File: src/rtl/instruction_control_unit.sv
// Four-phase sequencer and instruction decoder for the 8-bit CPU, with memory
// wait-state handshaking, conditional-jump resolution, halt and stall-timeout fault.
module instruction_control_unit #(
  parameter int DATA_WIDTH = 8,
  parameter int TIMEOUT    = 16
) (
  input  logic                  clock,
  input  logic                  input_clear_n,
  input  logic                  input_clock_enable,
  input  logic [DATA_WIDTH-1:0] mem_rdata,
  input  logic                  mem_ready,
  input  logic                  flag_zero,
  input  logic                  flag_carry,
  output logic                  fetch,
  output logic                  decode,
  output logic                  execute,
  output logic                  increment,
  output logic                  mem_read,
  output logic                  mem_write,
  output logic [DATA_WIDTH-1:0] ir,
  output logic [DATA_WIDTH-5:0] operand,
  output logic                  op_move,
  output logic                  op_add,
  output logic                  op_sub,
  output logic                  op_and,
  output logic                  op_load,
  output logic                  op_store,
  output logic                  op_jump,
  output logic                  op_jumpz,
  output logic                  op_jumpnz,
  output logic                  op_jumpc,
  output logic                  op_jumpnc,
  output logic                  pc_inc,
  output logic                  pc_load,
  output logic                  halted,
  output logic                  fault
);

  localparam int CW = $clog2(TIMEOUT);

  typedef enum logic [2:0] {
    IDLE, FETCH, DECODE, EXECUTE, INCREMENT, HALTED, FAULT
  } state_e;

  state_e                state_q, state_d;
  logic [DATA_WIDTH-1:0] ir_q, ir_d;
  logic [CW-1:0]         wait_q, wait_d;
  logic                  jump_taken_q, jump_taken_d;

  logic [3:0] opcode;
  logic is_move, is_add, is_sub, is_and, is_load, is_store;
  logic is_jump, is_jumpz, is_jumpnz, is_jumpc, is_jumpnc, is_halt;
  logic legal, is_mem, waiting, timeout_hit, taken_now;

  assign opcode = ir_q[DATA_WIDTH-1:DATA_WIDTH-4];

  always_comb begin
    is_move   = 1'b0;
    is_add    = 1'b0;
    is_sub    = 1'b0;
    is_and    = 1'b0;
    is_load   = 1'b0;
    is_store  = 1'b0;
    is_jump   = 1'b0;
    is_jumpz  = 1'b0;
    is_jumpnz = 1'b0;
    is_jumpc  = 1'b0;
    is_jumpnc = 1'b0;
    is_halt   = 1'b0;
    case (opcode)
      4'h0:    is_move   = 1'b1;
      4'h1:    is_add    = 1'b1;
      4'h2:    is_sub    = 1'b1;
      4'h3:    is_and    = 1'b1;
      4'h4:    is_load   = 1'b1;
      4'h5:    is_store  = 1'b1;
      4'h8:    is_jump   = 1'b1;
      4'h9:    is_jumpz  = 1'b1;
      4'hA:    is_jumpnz = 1'b1;
      4'hB:    is_jumpc  = 1'b1;
      4'hC:    is_jumpnc = 1'b1;
      4'hF:    is_halt   = 1'b1;
      default: ;
    endcase
  end

  assign legal = is_move | is_add | is_sub | is_and | is_load | is_store |
                 is_jump | is_jumpz | is_jumpnz | is_jumpc | is_jumpnc | is_halt;
  assign is_mem = is_load | is_store;

  // The stall counter only runs while a memory access is outstanding.
  assign waiting     = (state_q == FETCH) || ((state_q == EXECUTE) && is_mem);
  assign timeout_hit = waiting && !mem_ready && (wait_q == CW'(TIMEOUT - 1));

  assign taken_now = is_jump | (is_jumpz & flag_zero) | (is_jumpnz & !flag_zero) |
                     (is_jumpc & flag_carry) | (is_jumpnc & !flag_carry);

  always_comb begin
    state_d      = state_q;
    ir_d         = ir_q;
    wait_d       = wait_q;
    jump_taken_d = jump_taken_q;
    case (state_q)
      IDLE: begin
        state_d = FETCH;
        wait_d  = '0;
      end
      FETCH: begin
        if (mem_ready) begin
          state_d = DECODE;
          ir_d    = mem_rdata;
        end else if (timeout_hit) begin
          state_d = FAULT;
        end else begin
          wait_d = wait_q + CW'(1);
        end
      end
      DECODE: begin
        if (legal) begin
          state_d = EXECUTE;
          wait_d  = '0;
        end else begin
          state_d = FAULT;
        end
      end
      EXECUTE: begin
        jump_taken_d = taken_now;
        if (is_halt) begin
          state_d = HALTED;
        end else if (is_mem) begin
          if (mem_ready) begin
            state_d = INCREMENT;
          end else if (timeout_hit) begin
            state_d = FAULT;
          end else begin
            wait_d = wait_q + CW'(1);
          end
        end else begin
          state_d = INCREMENT;
        end
      end
      INCREMENT: begin
        state_d = FETCH;
        wait_d  = '0;
      end
      default: ;
    endcase
  end

  always_ff @(posedge clock or negedge input_clear_n) begin
    if (!input_clear_n) begin
      state_q      <= IDLE;
      ir_q         <= '0;
      wait_q       <= '0;
      jump_taken_q <= 1'b0;
    end else if (input_clock_enable) begin
      state_q      <= state_d;
      ir_q         <= ir_d;
      wait_q       <= wait_d;
      jump_taken_q <= jump_taken_d;
    end
  end

  assign fetch     = (state_q == FETCH);
  assign decode    = (state_q == DECODE);
  assign execute   = (state_q == EXECUTE);
  assign increment = (state_q == INCREMENT);
  assign halted    = (state_q == HALTED);
  assign fault     = (state_q == FAULT);

  assign ir      = ir_q;
  assign operand = ir_q[DATA_WIDTH-5:0];

  assign op_move   = execute & is_move;
  assign op_add    = execute & is_add;
  assign op_sub    = execute & is_sub;
  assign op_and    = execute & is_and;
  assign op_load   = execute & is_load;
  assign op_store  = execute & is_store;
  assign op_jump   = execute & is_jump;
  assign op_jumpz  = execute & is_jumpz;
  assign op_jumpnz = execute & is_jumpnz;
  assign op_jumpc  = execute & is_jumpc;
  assign op_jumpnc = execute & is_jumpnc;

  assign mem_read  = fetch | (execute & is_load);
  assign mem_write = execute & is_store;

  assign pc_load = increment & jump_taken_q;
  assign pc_inc  = increment & !jump_taken_q;

endmodule

File: config.mk
export PLATFORM = sky130hd
export DESIGN_NAME = instruction_control_unit
export DESIGN_NICKNAME = d
export VERILOG_FILES = /design/src/rtl/instruction_control_unit.sv
export SDC_FILE = /design/constraint.sdc
export NUM_CORES = 1
export LEC_CHECK = 0
export CAP_MARGIN = 10
export CORE_MARGIN = 1
export CORE_UTILIZATION = 50
export CTS_CLUSTER_SIZE = 28
export DETAILED_ROUTE_END_ITERATION = 16
export DONT_BUFFER_PORTS = 1
export PLACE_DENSITY = 0.7
export SKIP_LAST_GASP = 1
export SLEW_MARGIN = 15
export SYNTH_ARGS = -nofsm -noshare
export SYNTH_HDL_FRONTEND = slang
export SYNTH_SLANG_ARGS = --single-unit
export TNS_END_PERCENT = 1
File: constraint.sdc
create_clock -name clock -period 2.65 [get_ports clock]
set_input_delay 0 -clock clock [delete_from_list [all_inputs] [get_ports clock]]
set_output_delay 0 -clock clock [all_outputs]
set_load 0.01 [all_outputs]
* After elaboration in Yosys (flattened, before gate mapping)
Cells that the tools add are included.
** Storage, ports and cells
- Register bits :: 16
- Input port bits :: 14
- Output and inout port bits :: 33
- Word-level logic and storage cells :: 101
** Cells by class
- Add/sub/neg operators :: 1
- Equality and inequality tests :: 21
- Mux-type cells :: 25
- Bitwise gates (word level) :: 34
- Reduce and logical (&&, ||, !) cells :: 16
** Operators with widths (number)
- 4-bit == test, second input constant :: 7
- 4-bit 2-to-1 mux :: 5
- 3-bit 2-to-1 mux :: 6
- 1-bit bitwise AND :: 17
- 1-bit OR :: 17
- 4-bit one-hot mux with 4 select lines :: 1
- 1-bit 2-to-1 mux :: 12
- 3-bit one-hot mux with 4 select lines :: 1
- 3-bit == test, second input constant :: 3
- 4-bit by 2-bit == test with 1-bit output, second input constant :: 2
- 4-bit by 3-bit == test with 1-bit output, second input constant :: 2
- 3-bit by 2-bit == test with 1-bit output, second input constant :: 2
- 5-bit AND reduction :: 1
- 4-bit by 1-bit adder with 4-bit output, second input constant :: 1
- 4-bit by 1-bit == test with 1-bit output, second input constant :: 1
- 1-bit zero test :: 4
- 4-bit zero test :: 1
- 2-bit by 1-bit != test with 1-bit output, second input constant :: 2
- 2-bit AND reduction :: 2
- 4-bit nonzero test :: 1
- 3-bit by 1-bit == test with 1-bit output, second input constant :: 1
- 1-bit logical AND :: 3
- 3-bit zero test :: 1
- 3-bit AND reduction :: 1
- other kinds (3) :: 3

* Depth between registers and ports, before layout
- Depth in word-level cells :: 15
- Depth in mapped cells :: 7

* Worst setup path after synthesis
No wires, ideal clock.
- Path type :: register to register
- Start point :: register ir_q[7], in the netlist ir[7]
- End point :: register state_q[0]
- Arrival time :: 1.915 ns
- Data required time :: 2.530 ns
- Path slack :: 0.615 ns
- Stages on the path, launching flop included :: 7
- Buffers on the path :: 1
- Period minus slack after synthesis :: 2.035 ns
- Cell sequence :: dfrtp_1 > buf_4 > or3b_4 > a211oi_4 > nor2_2 > or4_4 > o211a_1
** On the way
- Cells in the longest elaborated chain, start to end :: 15
** Ends and longest elaborated chain
- start: declaration :: line 46 : logic [DATA_WIDTH-1:0] ir_q, ir_d;
- start signal: assignment :: line 158 : ir_q <= ir_d;
- 4-bit by 1-bit == test with 1-bit output / 4-bit zero test (equally long branches) :: line 70 : case (opcode)
- 1-bit 2-to-1 mux :: line 70
- 1-bit OR (6 in series) :: line 87 : assign legal = is_move | is_add | is_sub | is_and | is_load | is_store |
- 1-bit OR (5 in series) :: line 88 : is_jump | is_jumpz | is_jumpnz | is_jumpc | is_jumpnc | is_halt;
- 3-bit 2-to-1 mux :: line 119 : if (legal) begin
- 3-bit one-hot mux with 4 select lines (*) :: line 103 : case (state_q)
- end signal: assignment :: line 157 : state_q <= state_d;
- end: declaration :: line 45 : state_e state_q, state_d;
Every way passes the cells marked *; elsewhere a longest branch is shown, timed or not.
A chain may end at the register's enable or synchronous reset.

* Final worst setup path
- Start point :: register state_q[0]
- End point :: register ir_q[7], in the netlist ir[7]
** On the way
- Cells in the longest elaborated chain, start to end :: 2
** Ends and longest elaborated chain
- 3-bit by 1-bit == test with 1-bit output
- via fetch :: line 14 : output logic fetch,
- 3-bit AND reduction (no line)
The timed path passes the listed nets, and every way through them passes these cells.

==> run_results.csv <==
group,metric,value,unit
logic_synthesis,synth_edf_count,0,
logic_synthesis,post-synth-top-count-cell,"dfrtp_1",
clock_network,cts_tree,"yes",
sta,rsz0062_at_grt,"false",
logic_synthesis,synth_cells,125,
floorplan,die_h,49.7,microns
sta,worst_pin_slew,736,ps
logic_synthesis,syn_area,1140,sq um
detailed_routing,avgViaCountPerCell,5.97,
logic_synthesis,yosys-top-cells-count,"dfrtp_1, nand2_1, nor2_1, mux2_2, buf_4",
sta,fin_tns_setup,0,ps
placement,hpwl,1.73,mm
floorplan,pin_count,47,
logic_synthesis,ys_seq_area_share,35.2,%
final_layout,layout-drive-gt1-share,20.8,%
sta,fin_crit_sh,80.8,%
clock_network,clock_path_buffers,2,
detailed_routing,ant_nets,0,
global_route,grt_usage,21.9,%
detailed_routing,wl_per_cell,15.4,microns
logic_synthesis,yosys-top-cells-area,"dfrtp_1, mux2_2, nand2_1",
logic_synthesis,syn-mean-instance-area,9.09,sq um
global_route,grt_pass1_vias,899,
clock_network,cts_buffers,3,
floorplan,rows,16,
detailed_routing,dr.pass1.iters,4,
clock_network,cts_setup_buffers,0,
final_layout,multi_input_area,629,sq um
logic_synthesis,ys_ff_latch,16,
status,outcome,"finished clean",
placement,dp.cells,142,
placement,finalWeightedCongestion,0.918,
sta,setup_violations,0,
global_route,grt.overflow.total,0,
floorplan,core-area,2040,sq um
final_layout,fillCellCount,180,
final_layout,antenna_cells,0,
final_layout,nNetsFinal,146,
logic_synthesis,syn_nets,140,
worst_setup_path,cp_slowest_cell,"dfrtp_1",
worst_setup_path,max_stage_delay,570,ps
detailed_routing,vias,938,
sta,slew_headroom,50.7,%
sta,drv_slew,0,
logic_synthesis,synth.distinct_cells,44,
global_route,grt_pass1_wl,4.06,mm
logic_synthesis,synthArstFlopShare,100,%
final_layout,fin_cells,157,
min_path,min_path_type,"in -> reg",
clock_network,ctsResizeCount,0,
floorplan,dieArea,2470,sq um
sta,finalCriticalPeriod,2140,ps
logic_synthesis,synth_top_area_share,35.2,%
worst_setup_path,crit_fanout,13,
power,p_leak,0.540,nW
floorplan,start_util,55.6,%
power,p_per_area,1050,nW/um^2
clock_network,hold_buffers,11,
final_layout,area_growth,9.14,%
logic_synthesis,yosys.area.top_type,"dfrtp_1",
job,timing.max_cap.violations,0,
detailed_routing,drt-initial-drc-count,25,
clock_network,clk_pin_slew,100,ps
sta,fin_skew,8.11,ps
final_layout,seq_area,400,sq um
worst_setup_path,worst_ep_arrival_time,2310,ps
worst_setup_path,worstSetupStartpointType,"flop",
clock_network,h-tree-depth,1,
power,p_total,1.30,mW
clock_network,cts_root_buf,"clkbuf_4",
logic_synthesis,synth_flop_cell,"dfrtp_1",
clock_network,clk_latency,290,ps
detailed_routing,drc,0,
worst_setup_path,path_cells,"or2b_2 -> nor2_1 -> and3_1 -> mux2_2",
floorplan,die_width,49.7,microns
worst_setup_path,path_class,"reg -> reg",
detailed_routing,wl,2.42,mm
sta,hold_viol,0,
clock_network,cts.sinks,16,
power,vdd_drop_max,0.765,mV
placement,io_buffers,0,
logic_synthesis,yosys_warnings,0,
worst_setup_path,cp-end-kind,"flop",
global_route,grt_max_degree,17,
worst_setup_path,critPathRequiredTime,2820,ps
global_route,antenna_found_initial,0,
sta,max_freq,467,MHz
-- final timing paths --
path | from | endpoint | slack, ps | cells past startpoint
min reg2reg | wait_q[3]$_DFFE_PN0P_ | wait_q[3]$_DFFE_PN0P_ | 520 | 1
max in group asynchronous | input_clear_n | ir[5]$_DFFE_PN0P_ | 1970 | 1
max | state_q[0]$_DFFE_PN0P_ | ir[7]$_DFFE_PN0P_ | 510 | 4
min | mem_ready | wait_q[2]$_DFFE_PN0P_ | 30 | 3
min in group asynchronous | input_clear_n | state_q[0]$_DFFE_PN0P_ | 210 | 1
max reg2reg | state_q[0]$_DFFE_PN0P_ | ir[7]$_DFFE_PN0P_ | 510 | 4
-- metal layers --
metal	global-route usage, %	part of all wire [%]
met3	6.48	6.9
met5	0	0
met1	27.8	42
met2	35.4	51
met4	7.14	0.46
-- metrics by stage --
step	utilization (%)	cell area, sq um	setup slack, ps	hold WS [ps]
global placement	53.6	1090	571	-295
detailed placement	53.6	1090	513	-295
finish	60.7	1240	509	28.2
floorplan	-	1140	615	-296
global route	60.7	1240	350	20.8
CTS	60.7	1240	497	21.3
-- critical path: cells and delay by family (launching register included) --
kind             cells  cell delay (ps)
DFF                  1              570
and+or+nand+nor      3             1070
muxes                1              380
-- flip-flops by register name, summed over array words and instances (netlist names) --
signal        count
jump_taken_q      1
wait_q            4
ir                8
state_q           3
-- layout make-up --
class                      instances  share of cell area [%]
sequential                        16                    32.3
inverter                           2                   0.605
clock buffer                       4                    2.93
tap                               27                    2.72
multi-input combinational         94                    50.8
timing repair buffer              14                    10.7
-- where the power goes --
part | leakage (nW) | switching, mW | internal [mW]
logic | 0.318 | 0.350 | 0.272
registers | 0.202 | 0.174 | 0.340
clock network | 0.0210 | 0.0756 | 0.0836
-- kinds of logic (layout without fill, tap and decap cells) --
family	count (synthesis)	after routing	share of synthesized area (%)
compound gates	24	24	16.5
xor+xnor	1	1	0.771
fa+ha+maj	1	1	1.10
buf+inv	15	20	9.36
flops	16	16	35.2
mux	8	8	7.93
simple gates	60	60	29.1
-- placed cells by master, fill, tap and decap left out, types with 3 or more instances in the layout --
master | netlist | layout
nand2_1 | 15 | 15
nor3_1 | 3 | 3
clkbuf_4 | 0 | 3
dlygate4sd3_1 | 0 | 11
o21bai_1 | 4 | 4
buf_4 | 7 | 3
mux2_2 | 8 | 8
nor3b_1 | 3 | 3
nor2b_1 | 6 | 6
o21ai_0 | 4 | 4
nor2_1 | 13 | 13
dfrtp_1 | 16 | 16
and3_1 | 3 | 3
No activity file was read; power rests on OpenSTA's default activity.
